### src/rtl/ysyx_23060025_lsu_if.sv
// ---------------------------------------------------------------------------
// ysyx_23060025_lsu_if
// Memory-side bus between the load/store unit and its memory. The signal
// names are written from the LSU's point of view: t_* leave the LSU and
// f_* arrive at it.
//
// Signals:
//   t_mem_req_valid_o   request valid
//   f_mem_req_ready_i   memory accepts request
//   t_mem_addr_o        word-aligned request address
//   t_mem_wen_o         1 = write, 0 = read
//   t_mem_wdata_o       lane-shifted store data
//   t_mem_wstrb_o       byte strobes (0 on reads)
//   f_mem_resp_valid_i  response valid
//   t_mem_resp_ready_o  LSU accepts response
//   f_mem_rdata_i       read data
//   f_mem_resp_err_i    access error
//
// Modports: master (LSU side), slave (memory side).
// ---------------------------------------------------------------------------
interface ysyx_23060025_lsu_if;
   logic        t_mem_req_valid_o;
   logic        f_mem_req_ready_i;
   logic [31:0] t_mem_addr_o;
   logic        t_mem_wen_o;
   logic [31:0] t_mem_wdata_o;
   logic [3:0]  t_mem_wstrb_o;
   logic        f_mem_resp_valid_i;
   logic        t_mem_resp_ready_o;
   logic [31:0] f_mem_rdata_i;
   logic        f_mem_resp_err_i;

   modport master (
      output t_mem_req_valid_o, t_mem_addr_o, t_mem_wen_o, t_mem_wdata_o,
             t_mem_wstrb_o, t_mem_resp_ready_o,
      input  f_mem_req_ready_i, f_mem_resp_valid_i, f_mem_rdata_i, f_mem_resp_err_i
   );

   modport slave (
      input  t_mem_req_valid_o, t_mem_addr_o, t_mem_wen_o, t_mem_wdata_o,
             t_mem_wstrb_o, t_mem_resp_ready_o,
      output f_mem_req_ready_i, f_mem_resp_valid_i, f_mem_rdata_i, f_mem_resp_err_i
   );
endinterface

### src/rtl/ysyx_23060025_lsu.sv
// ---------------------------------------------------------------------------
// ysyx_23060025_lsu
// Load/store unit sitting behind the EX->LSU pipeline register. Accepts one
// instruction per handshake, issues at most one memory request, aligns store
// lanes / extracts load data, and hands the result to WBU.
//
// Ports:
//   clock, reset               clock and asynchronous active-low reset
//   f_ex_lsu_valid_i / t_lsu_ready_o   EX->LSU handshake
//   f_* payload                EX->LSU register contents
//   mem                        memory bus (ysyx_23060025_lsu_if.master)
//   t_wbu_valid_o / f_wbu_ready_i      LSU->WBU handshake
//   t_wbu_* payload            result to WBU, incl. access fault flag
//
// Optional feature: define YSYX_23060025_LSU_MISALIGN_CHECK_EN to turn
// misaligned LH/LHU/SH/LW/SW into an immediate access fault with no memory
// request. Without it, misaligned accesses go to memory with shifted lanes.
// ---------------------------------------------------------------------------
module ysyx_23060025_lsu #(
   parameter int DATA_WIDTH = 32
) (
   input  logic                  clock,
   input  logic                  reset,
   input  logic                  f_ex_lsu_valid_i,
   output logic                  t_lsu_ready_o,
   input  logic                  f_wd_i,
   input  logic [4:0]            f_wreg_i,
   input  logic [DATA_WIDTH-1:0] f_alu_result_i,
   input  logic                  f_mem_wen_i,
   input  logic [DATA_WIDTH-1:0] f_mem_wdata_i,
   input  logic [2:0]            f_load_type_i,
   input  logic [1:0]            f_store_type_i,
   input  logic [DATA_WIDTH-1:0] f_csr_wdata_i,
   input  logic [2:0]            f_csr_type_i,
   input  logic                  f_ebreak_flag_i,
   ysyx_23060025_lsu_if.master   mem,
   output logic                  t_wbu_valid_o,
   input  logic                  f_wbu_ready_i,
   output logic                  t_wbu_wd_o,
   output logic [4:0]            t_wbu_wreg_o,
   output logic [DATA_WIDTH-1:0] t_wbu_wdata_o,
   output logic [DATA_WIDTH-1:0] t_wbu_csr_wdata_o,
   output logic [2:0]            t_wbu_csr_type_o,
   output logic                  t_wbu_ebreak_flag_o,
   output logic                  t_wbu_access_fault_o
);

   localparam logic [2:0] LT_LB  = 3'b001;
   localparam logic [2:0] LT_LH  = 3'b010;
   localparam logic [2:0] LT_LW  = 3'b011;
   localparam logic [2:0] LT_LBU = 3'b100;
   localparam logic [2:0] LT_LHU = 3'b101;
   localparam logic [1:0] ST_SB  = 2'b01;
   localparam logic [1:0] ST_SH  = 2'b10;
   localparam logic [1:0] ST_SW  = 2'b11;

   typedef enum logic [1:0] {ST_IDLE, ST_REQ, ST_WAIT, ST_DONE} lsuState_e;

   lsuState_e        r_state;
   logic             r_lsuReady, r_reqValid, r_respReady, r_wbuValid;
   logic             r_wd, r_memWen, r_ebreak, r_fault;
   logic [4:0]       r_wreg;
   logic [2:0]       r_loadType, r_csrType;
   logic [1:0]       r_storeType;
   logic [31:0]      r_aluResult, r_memWdata, r_csrWdata, r_rdata;

   logic             w_inIsLoad, w_inIsMem, w_isLoad, w_earlyFault;
   logic [1:0]       w_off;
   logic [3:0]       w_wstrb;
   logic [31:0]      w_loadShift, w_loadData;

   // A load is any recognised load type with the write enable low; unknown
   // load types (110/111) behave like ordinary ALU instructions.
   assign w_inIsLoad = !f_mem_wen_i && (f_load_type_i >= LT_LB) && (f_load_type_i <= LT_LHU);
   assign w_inIsMem  = f_mem_wen_i || w_inIsLoad;
   assign w_isLoad   = !r_memWen && (r_loadType >= LT_LB) && (r_loadType <= LT_LHU);
   assign w_off      = r_aluResult[1:0];

`ifdef YSYX_23060025_LSU_MISALIGN_CHECK_EN
   logic       w_misaligned;
   logic [1:0] w_inOff;
   assign w_inOff = f_alu_result_i[1:0];

   // Halfwords need an even offset and words a zero offset; bytes never fault.
   always_comb begin
      w_misaligned = 1'b0;
      if (f_mem_wen_i) begin
         case (f_store_type_i)
            ST_SH:   w_misaligned = w_inOff[0];
            ST_SW:   w_misaligned = (w_inOff != 2'b00);
            default: w_misaligned = 1'b0;
         endcase
      end else begin
         case (f_load_type_i)
            LT_LH, LT_LHU: w_misaligned = w_inOff[0];
            LT_LW:         w_misaligned = (w_inOff != 2'b00);
            default:       w_misaligned = 1'b0;
         endcase
      end
   end
   assign w_earlyFault = w_inIsMem && w_misaligned;
`else
   assign w_earlyFault = 1'b0;
`endif

   // Byte strobes follow the store size shifted to the byte offset; bits
   // pushed past lane 3 simply fall off. Reads never assert strobes.
   always_comb begin
      w_wstrb = 4'b0000;
      if (r_memWen) begin
         case (r_storeType)
            ST_SB:   w_wstrb = 4'b0001 << w_off;
            ST_SH:   w_wstrb = 4'b0011 << w_off;
            ST_SW:   w_wstrb = 4'b1111;
            default: w_wstrb = 4'b0000;
         endcase
      end
   end

   // Load data is shifted down with zero fill first, so a halfword at offset
   // 3 sees a zero upper byte before extension.
   assign w_loadShift = r_rdata >> {w_off, 3'b000};
   always_comb begin
      w_loadData = w_loadShift;
      case (r_loadType)
         LT_LB:   w_loadData = {{24{w_loadShift[7]}}, w_loadShift[7:0]};
         LT_LH:   w_loadData = {{16{w_loadShift[15]}}, w_loadShift[15:0]};
         LT_LBU:  w_loadData = {24'h000000, w_loadShift[7:0]};
         LT_LHU:  w_loadData = {16'h0000, w_loadShift[15:0]};
         default: w_loadData = w_loadShift;
      endcase
   end

   // Main sequencer. Handshake outputs are registered alongside the state so
   // each one is a clean flop; a reset anywhere drops any outstanding request.
   always_ff @(posedge clock or negedge reset) begin
      if (!reset) begin
         r_state     <= ST_IDLE;
         r_lsuReady  <= 1'b0;
         r_reqValid  <= 1'b0;
         r_respReady <= 1'b0;
         r_wbuValid  <= 1'b0;
         r_wd        <= 1'b0;
         r_wreg      <= 5'd0;
         r_aluResult <= 32'd0;
         r_memWen    <= 1'b0;
         r_memWdata  <= 32'd0;
         r_loadType  <= 3'd0;
         r_storeType <= 2'd0;
         r_csrWdata  <= 32'd0;
         r_csrType   <= 3'd0;
         r_ebreak    <= 1'b0;
         r_rdata     <= 32'd0;
         r_fault     <= 1'b0;
      end else begin
         case (r_state)
            ST_IDLE: begin
               r_lsuReady <= 1'b1;
               if (f_ex_lsu_valid_i && r_lsuReady) begin
                  r_wd        <= f_wd_i;
                  r_wreg      <= f_wreg_i;
                  r_aluResult <= f_alu_result_i;
                  r_memWen    <= f_mem_wen_i;
                  r_memWdata  <= f_mem_wdata_i;
                  r_loadType  <= f_load_type_i;
                  r_storeType <= f_store_type_i;
                  r_csrWdata  <= f_csr_wdata_i;
                  r_csrType   <= f_csr_type_i;
                  r_ebreak    <= f_ebreak_flag_i;
                  r_rdata     <= 32'd0;
                  r_fault     <= w_earlyFault;
                  r_lsuReady  <= 1'b0;
                  if (w_inIsMem && !w_earlyFault) begin
                     r_reqValid <= 1'b1;
                     r_state    <= ST_REQ;
                  end else begin
                     r_wbuValid <= 1'b1;
                     r_state    <= ST_DONE;
                  end
               end
            end
            ST_REQ: begin
               if (mem.f_mem_req_ready_i) begin
                  r_reqValid  <= 1'b0;
                  r_respReady <= 1'b1;
                  r_state     <= ST_WAIT;
               end
            end
            ST_WAIT: begin
               if (mem.f_mem_resp_valid_i) begin
                  r_rdata     <= mem.f_mem_rdata_i;
                  r_fault     <= mem.f_mem_resp_err_i;
                  r_respReady <= 1'b0;
                  r_wbuValid  <= 1'b1;
                  r_state     <= ST_DONE;
               end
            end
            ST_DONE: begin
               if (f_wbu_ready_i) begin
                  r_wbuValid <= 1'b0;
                  r_lsuReady <= 1'b1;
                  r_state    <= ST_IDLE;
               end
            end
            default: r_state <= ST_IDLE;
         endcase
      end
   end

   assign t_lsu_ready_o          = r_lsuReady;
   assign mem.t_mem_req_valid_o  = r_reqValid;
   assign mem.t_mem_addr_o       = {r_aluResult[31:2], 2'b00};
   assign mem.t_mem_wen_o        = r_memWen;
   assign mem.t_mem_wdata_o      = r_memWdata << {w_off, 3'b000};
   assign mem.t_mem_wstrb_o      = w_wstrb;
   assign mem.t_mem_resp_ready_o = r_respReady;

   assign t_wbu_valid_o        = r_wbuValid;
   assign t_wbu_wd_o           = r_wd && !r_fault;
   assign t_wbu_wreg_o         = r_wreg;
   assign t_wbu_wdata_o        = w_isLoad ? w_loadData : r_aluResult;
   assign t_wbu_csr_wdata_o    = r_csrWdata;
   assign t_wbu_csr_type_o     = r_csrType;
   assign t_wbu_ebreak_flag_o  = r_ebreak;
   assign t_wbu_access_fault_o = r_fault;

endmodule

### src/flat_wrapper.sv
// flat-port wrapper written by rule: the top's interface ports become plain ports
module ysyx_23060025_lsu_flat 
#(
   parameter int DATA_WIDTH = 32
)
  (clock, reset, f_ex_lsu_valid_i, t_lsu_ready_o, f_wd_i, f_wreg_i, f_alu_result_i, f_mem_wen_i, f_mem_wdata_i, f_load_type_i, f_store_type_i, f_csr_wdata_i, f_csr_type_i, f_ebreak_flag_i, t_wbu_valid_o, f_wbu_ready_i, t_wbu_wd_o, t_wbu_wreg_o, t_wbu_wdata_o, t_wbu_csr_wdata_o, t_wbu_csr_type_o, t_wbu_ebreak_flag_o, t_wbu_access_fault_o, mem_t_mem_req_valid_o, mem_t_mem_addr_o, mem_t_mem_wen_o, mem_t_mem_wdata_o, mem_t_mem_wstrb_o, mem_t_mem_resp_ready_o, mem_f_mem_req_ready_i, mem_f_mem_resp_valid_i, mem_f_mem_rdata_i, mem_f_mem_resp_err_i);
  ysyx_23060025_lsu_if mem_i ();
  input  logic clock;
  input  logic reset;
  input  logic f_ex_lsu_valid_i;
  output logic t_lsu_ready_o;
  input  logic f_wd_i;
  input  logic [4:0] f_wreg_i;
  input  logic [DATA_WIDTH-1:0] f_alu_result_i;
  input  logic f_mem_wen_i;
  input  logic [DATA_WIDTH-1:0] f_mem_wdata_i;
  input  logic [2:0] f_load_type_i;
  input  logic [1:0] f_store_type_i;
  input  logic [DATA_WIDTH-1:0] f_csr_wdata_i;
  input  logic [2:0] f_csr_type_i;
  input  logic f_ebreak_flag_i;
  output logic t_wbu_valid_o;
  input  logic f_wbu_ready_i;
  output logic t_wbu_wd_o;
  output logic [4:0] t_wbu_wreg_o;
  output logic [DATA_WIDTH-1:0] t_wbu_wdata_o;
  output logic [DATA_WIDTH-1:0] t_wbu_csr_wdata_o;
  output logic [2:0] t_wbu_csr_type_o;
  output logic t_wbu_ebreak_flag_o;
  output logic t_wbu_access_fault_o;
  output wire logic [$bits(mem_i.t_mem_req_valid_o)-1:0] mem_t_mem_req_valid_o;
  output wire logic [$bits(mem_i.t_mem_addr_o)-1:0] mem_t_mem_addr_o;
  output wire logic [$bits(mem_i.t_mem_wen_o)-1:0] mem_t_mem_wen_o;
  output wire logic [$bits(mem_i.t_mem_wdata_o)-1:0] mem_t_mem_wdata_o;
  output wire logic [$bits(mem_i.t_mem_wstrb_o)-1:0] mem_t_mem_wstrb_o;
  output wire logic [$bits(mem_i.t_mem_resp_ready_o)-1:0] mem_t_mem_resp_ready_o;
  input wire logic [$bits(mem_i.f_mem_req_ready_i)-1:0] mem_f_mem_req_ready_i;
  input wire logic [$bits(mem_i.f_mem_resp_valid_i)-1:0] mem_f_mem_resp_valid_i;
  input wire logic [$bits(mem_i.f_mem_rdata_i)-1:0] mem_f_mem_rdata_i;
  input wire logic [$bits(mem_i.f_mem_resp_err_i)-1:0] mem_f_mem_resp_err_i;
  assign mem_t_mem_req_valid_o = mem_i.t_mem_req_valid_o;
  assign mem_t_mem_addr_o = mem_i.t_mem_addr_o;
  assign mem_t_mem_wen_o = mem_i.t_mem_wen_o;
  assign mem_t_mem_wdata_o = mem_i.t_mem_wdata_o;
  assign mem_t_mem_wstrb_o = mem_i.t_mem_wstrb_o;
  assign mem_t_mem_resp_ready_o = mem_i.t_mem_resp_ready_o;
  assign mem_i.f_mem_req_ready_i = mem_f_mem_req_ready_i;
  assign mem_i.f_mem_resp_valid_i = mem_f_mem_resp_valid_i;
  assign mem_i.f_mem_rdata_i = mem_f_mem_rdata_i;
  assign mem_i.f_mem_resp_err_i = mem_f_mem_resp_err_i;
  ysyx_23060025_lsu #(.DATA_WIDTH(DATA_WIDTH)) u_core (.clock(clock), .reset(reset), .f_ex_lsu_valid_i(f_ex_lsu_valid_i), .t_lsu_ready_o(t_lsu_ready_o), .f_wd_i(f_wd_i), .f_wreg_i(f_wreg_i), .f_alu_result_i(f_alu_result_i), .f_mem_wen_i(f_mem_wen_i), .f_mem_wdata_i(f_mem_wdata_i), .f_load_type_i(f_load_type_i), .f_store_type_i(f_store_type_i), .f_csr_wdata_i(f_csr_wdata_i), .f_csr_type_i(f_csr_type_i), .f_ebreak_flag_i(f_ebreak_flag_i), .mem(mem_i), .t_wbu_valid_o(t_wbu_valid_o), .f_wbu_ready_i(f_wbu_ready_i), .t_wbu_wd_o(t_wbu_wd_o), .t_wbu_wreg_o(t_wbu_wreg_o), .t_wbu_wdata_o(t_wbu_wdata_o), .t_wbu_csr_wdata_o(t_wbu_csr_wdata_o), .t_wbu_csr_type_o(t_wbu_csr_type_o), .t_wbu_ebreak_flag_o(t_wbu_ebreak_flag_o), .t_wbu_access_fault_o(t_wbu_access_fault_o));
endmodule
### config.mk
export PLATFORM = sky130hd
export DESIGN_NAME = ysyx_23060025_lsu_flat
export DESIGN_NICKNAME = d
export VERILOG_FILES = /design/src/rtl/ysyx_23060025_lsu_if.sv /design/src/rtl/ysyx_23060025_lsu.sv /design/src/flat_wrapper.sv
export SDC_FILE = /design/constraint.sdc
export NUM_CORES = 1
export LEC_CHECK = 0
export CORE_ASPECT_RATIO = 0.75
export CORE_MARGIN = 4
export CORE_UTILIZATION = 25
export CTS_BUF_LIST = sky130_fd_sc_hd__clkbuf_4 sky130_fd_sc_hd__clkbuf_8 sky130_fd_sc_hd__clkbuf_16
export DETAILED_ROUTE_END_ITERATION = 10
export HOLD_SLACK_MARGIN = 0.15
export REMOVE_ABC_BUFFERS = 1
export SYNTH_ARGS = -nofsm -noshare
export SYNTH_HDL_FRONTEND = slang
export SYNTH_SLANG_ARGS = --single-unit
### constraint.sdc
create_clock -name clock -period 1.8 [get_ports clock]
set_clock_uncertainty 0.1 [all_clocks]
set_input_delay 0.36 -clock clock [delete_from_list [all_inputs] [get_ports clock]]
set_output_delay 0.36 -clock clock [all_outputs]
set_load 0.1 [all_outputs]
* Yosys cells after proc, flatten, opt, wreduce, memory -nomap -nowiden
Cells that the tools add are included.
** Storage, ports and cells
- Register bits :: 151
- Bits in latches :: 0
- RAM bits :: 0
- Memory bits (read-only) :: 0
- Logic and storage cells :: 95
- Memories :: 0
** Cells by class
- $add $sub $neg :: 0
- $mul :: 0
- Divide/modulo/power cells :: 0
- Order comparisons :: 4
- Eq/ne operators :: 16
- Shift operators :: 4
- Muxes and demuxes :: 31
- Bitwise gates (word level) :: 0
- Reductions and logical operators :: 23
** Operators by type and width (number)
- case mux 32 bit (4 select lines) :: 1
- 2-to-1 mux 32 bit :: 3
- case mux 32 bit (2 select lines) :: 1
- left shift 32 x 5 -> 32 bit :: 1
- right shift 32 x 5 -> 32 bit :: 1
- 2-to-1 mux 1 bit :: 13
- case mux 4 bit (3 select lines) :: 1
- 2-to-1 mux 2 bit :: 5
- == test 2 bit, second input constant :: 4
- != test 2 bit, second input constant :: 4
- case mux 1 bit (2 select lines) :: 4
- case mux 2 bit (4 select lines) :: 1
- AND reduction 4 bit :: 2
- nonzero test 2 bit :: 4
- == test 3 bit, second input constant :: 2
- >= comparator 3 x 1 -> 1 bit, second input constant :: 2
- less-or-equal comparator 3 bit, second input constant :: 2
- logical AND 1 bit :: 6
- AND reduction 3 bit :: 2
- AND reduction 5 bit :: 1
- == test 2 x 1 -> 1 bit, second input constant :: 2
- 2-to-1 mux 4 bit :: 1
- != test 2 x 1 -> 1 bit, second input constant :: 2
- AND reduction 2 bit :: 2
- 9 further kinds :: 11

* Longest topological paths before layout
Gate-level depths: netlist (run 1).
- Depth after elaboration :: 7
- Depth in mapped cells :: 9

* Worst setup path after synthesis (run 1)
Ideal clock, no wire load.
- Path kind :: register to output
- From :: reg u_core.r_memWen (netlist: u_core.mem.t_mem_wen_o)
- To :: out t_wbu_wdata_o[1]
- Arrival :: 3.652 ns
- Slack :: -2.312 ns
- Stages on the path, launching flop included :: 4
- Cell sequence :: dfrtp_1 a211o_1 buf_2 o31ai_1
** On the way
- Longest elaborated chain between the ends :: 4
** RTL lines
- start, declared :: line ysyx_23060025_lsu.sv:61 : logic r_wd, r_memWen, r_ebreak, r_fault;
- start signal, assigned :: line ysyx_23060025_lsu.sv:163 : r_memWen <= f_mem_wen_i;
- logical NOT 1 bit :: line ysyx_23060025_lsu.sv:76 : assign w_isLoad = !r_memWen && (r_loadType >= LT_LB) && (r_loadType <= LT_LHU);
- logical AND 1 bit (2 in a row) :: line ysyx_23060025_lsu.sv:76
- 2-to-1 mux 32 bit :: line ysyx_23060025_lsu.sv:221 : assign t_wbu_wdata_o = w_isLoad ? w_loadData : r_aluResult;
- end, declared :: line flat_wrapper.sv:26 : output logic [DATA_WIDTH-1:0] t_wbu_wdata_o;
No other way between the ends.

* Worst setup path after layout (run 1)
- From :: reg u_core.r_aluResult[0]
- To :: out t_wbu_wdata_o[9]
** On the way
- Longest elaborated chain between the ends :: 3
** RTL lines
- start, declared :: line ysyx_23060025_lsu.sv:65 : logic [31:0] r_aluResult, r_memWdata, r_csrWdata, r_rdata;
- start signal, assigned :: line ysyx_23060025_lsu.sv:162 : r_aluResult <= f_alu_result_i;
- right shift 32 x 5 -> 32 bit :: line ysyx_23060025_lsu.sv:122 : assign w_loadShift = r_rdata >> {w_off, 3'b000};
- case mux 32 bit (4 select lines) :: line ysyx_23060025_lsu.sv:125 : case (r_loadType)
- 2-to-1 mux 32 bit :: line ysyx_23060025_lsu.sv:221
No other way between the ends.

==> run metrics, run 1 <==
run status=complete, but fails checks; failing checks=negative setup slack; vias after detailed routing=6609; Antenna Diode Count=0; Synth Warn #=0; combined global-route utilization of all metal layers=18.26%; largest cells by area after synthesis=dfrtp_1, mux2_2, mux2i_1; met2 track utilization from global routing=28.70%; portion of the clock cycle consumed by the worst path in the final layout=151.6%; final setup slack of the worst path=-928.2 ps; wire length of the first global-routing pass=46210 um; cell chosen for the clock root=clkbuf_16; startpoint of the most critical register-to-register path=u_core.r_state[0]; critical path required time=1340 ps; pre-CTS setup slack=-644.0 ps; capturing element of the worst setup path=t_wbu_wdata_o[9]; via count of the first global-routing pass=7232; max cap viols=0; WS Path Type=reg -> out; number of top-level pins=299; DP Wirelength=21440 um; Critical path origin=u_core.r_aluResult[0]; routability congestion estimate=0.7765; width of the die=209.4 um; setup repair after global routing missed its margin=true; detailed-route vias per instance=4.641; maximum clock frequency=0.3665 GHz; Initial Utilization=25.29%; cells on worst reg2reg path=8; Startpoint Class=register; Final Max Tran Viols=0; Synth Register Bits=151; remaining design rule violation count=0; average wire length per cell after detail routing=21.98 um; length of the first detailed-routing pass in iterations=5; cell taking the most area after synthesis=dfrtp_1; met3 routing resource usage after global routing=7.091%; sequential fraction of the synthesis area=49.68%; WL final=31290 um; worst reg2reg endpoint=u_core.r_aluResult[9]; Synth Instances=623; Area Overhead vs Synth=104.3%; kind of capture point of the worst setup path=primary output; floorplan die height=159.1 um; critical-path maximum fanout=8; placement row count=55; maximum number of pins on one net before global-route repair=41; Avg Synthesized Cell Area=12.21 um^2; number of endpoints with negative hold slack in the final report=0; H-Tree Depth=4; most heavily used metal layer in global routing=met2; total congestion overflow=0; Filler cells=2496; fraction of post-synthesis cell area in the top cell type by area=49.68%; proportion of synthesized flip-flops having asynchronous set or reset=100.0%; total of buffers placed on input and output ports=296; final critical delay including setup and external delays=2728 ps; Routed Antenna Nets=0; TritonCTS clock tree=done; proportion of layout cells with a drive suffix above 1=56.59%; clock-pin slew on the worst setup and hold paths=70 ps; Clock Sinks=151; Primary FF master, synth=dfrtp_1; library cells used by synthesis=48; cts bufs inserted=17; die footprint=33310 um^2; final core occ=51.67%; total core area=30070 um^2; Total Negative Setup Slacks=-54020 ps; worst min-delay path class=in -> async; total standard cell area after synthesis=7606 um^2; count of flip-flops with a built-in enable after synthesis=0; total of endpoints with negative setup slack in the final report=163; maximum root-to-sink buffer count=2; initial antenna violation count=1; reg2reg setup slack=-120 ps; Skew-Pair Late Insertion Delay=440 ps; count of nets after finishing=1170; WP data arrival=2270 ps; met1 global-route usage=23.80%; Iteration-0 DRC Markers=234
cell usage in the layout, fill, tap and decap left out, drive strengths merged, types with 2 or more instances in the layout:
cell type,n
bufinv,3
mux2,123
clkinv,3
clkinvlp,2
and2,10
clkdlybuf4s50,149
o41ai,2
mux2i,31
a211oi,10
conb,2
nor3,3
buf,287
nand2,25
inv,15
a221o,16
nor2,33
nor2b,11
o2bb2ai,7
ha,7
o22ai,2
o21ai,23
clkbuf,25
a22o,34
nand2b,4
dfrtp,151
o31ai,3
a21oi,28
worst min path at each step:
stage | to | slack [ps] | depth (start not counted)
floorplan | u_core.mem.t_mem_req_valid_o | -40 | 0
global route | u_core.t_wbu_csr_wdata_o[26] | 270 | 2
CTS | u_core.t_wbu_csr_wdata_o[26] | 240 | 2
detailed placement | u_core.t_wbu_csr_wdata_o[26] | 180 | 1
global placement | u_core.t_wbu_csr_wdata_o[26] | 180 | 1
finish | u_core.r_aluResult[26] | 270 | 2
state kept, by name, indices dropped and copies added (netlist names):
signal,count
u_core.r_memWdata,32
u_core.mem.t_mem_resp_ready_o,1
u_core.r_storeType,2
u_core.r_aluResult,32
u_core.mem.t_mem_req_valid_o,1
u_core.mem.t_mem_wen_o,1
u_core.r_state,2
u_core.t_lsu_ready_o,1
u_core.t_wbu_ebreak_flag_o,1
u_core.r_rdata,32
u_core.t_wbu_csr_wdata_o,32
u_core.r_wd,1
u_core.t_wbu_valid_o,1
u_core.t_wbu_wreg_o,5
u_core.t_wbu_access_fault_o,1
u_core.t_wbu_csr_type_o,3
u_core.r_loadType,3
logic make-up after synthesis:
| logic type | after synthesis | share of synthesized area (%) |
|---|---|---|
| simple gates | 94 | 5.955 |
| buf+inv | 84 | 7.485 |
| mux | 154 | 22.29 |
| compound gates | 131 | 13.28 |
| other cells | 1 | 0.04930 |
| xor+xnor | 1 | 0.1152 |
| flops | 151 | 49.68 |
| fa+ha+maj | 7 | 1.151 |
area by class of cell:
cell class	instances	area [um^2]	area share (%)
Clock buffer	17	425.4	2.738
Clock inverter	15	188.9	1.216
Inverter	8	30.03	0.1933
Multi-Input combinational cell	389	4352	28.01
Sequential cell	151	3786	24.37
Tap cell	399	499.2	3.213
Timing Repair Buffer	445	6257	40.27
through the flow:
stage	hold slack (ps)	instance area, um^2	std cells
after floorplan	-35.59	7071	548
after global placement	177.1	12950	1342
after detailed placement	177.7	12950	1342
after CTS	243.2	14940	1414
after global routing	274.4	15540	1424
final	273.0	15540	1424
synthesized netlist by cell type (2+ instances only):
cell type and count:
dfrtp_1 151, mux2_2 123, buf_4 33, nor2_1 33, mux2i_1 31, a21oi_1 28
nand2_1 24, o21ai_0 23, buf_2 22, a22o_2 20, a221o_1 16, a22o_1 13
nor2b_1 11, and2_1 10, a211oi_1 9, buf_6 9, inv_1 8, ha_1 7
o2bb2ai_1 7, clkbuf_1 5, nand2b_1 4, buf_1 3, buf_8 3, o31ai_1 3
nor3_1 2, o22ai_1 2, o41ai_1 2
metal layers:
layer	up-vias	part of all wire (%)
li1	3018	-
met1	3341	44
met2	223	47
met3	25	8.2
met4	2	1.1
met5	-	0.038
critical path, cell delays in order, from the launching register on:
cell,delay [ps]
dfrtp_4,530
buf_6,140
mux2_4,310
o31a_4,420
a21oi_4,220
buf_12,190
what timing repair did:
item / 4_1_cts / 5_1_grt
hold endpoints to repair: 151 / 0
hold buffers: 1 / 0
endpoints found under the setup margin: 215 / 207
resized for setup: 203 / 156
buffers inserted: 30 / 24
pin swaps: 45 / 32
cloned: 10 / 5
Power of run 1 is not shown: default switching activity piles up to over one toggle a cycle in this logic, so the estimate is an artifact.
==> run 2, diff against run 1 <==
Settings changed: CTS_CLUSTER_SIZE set to 24.
==> results of run 2 <==
No change in the layout: final DEF, timing and power equal those of run 1.
Power of run 2 is left out for the same reason.
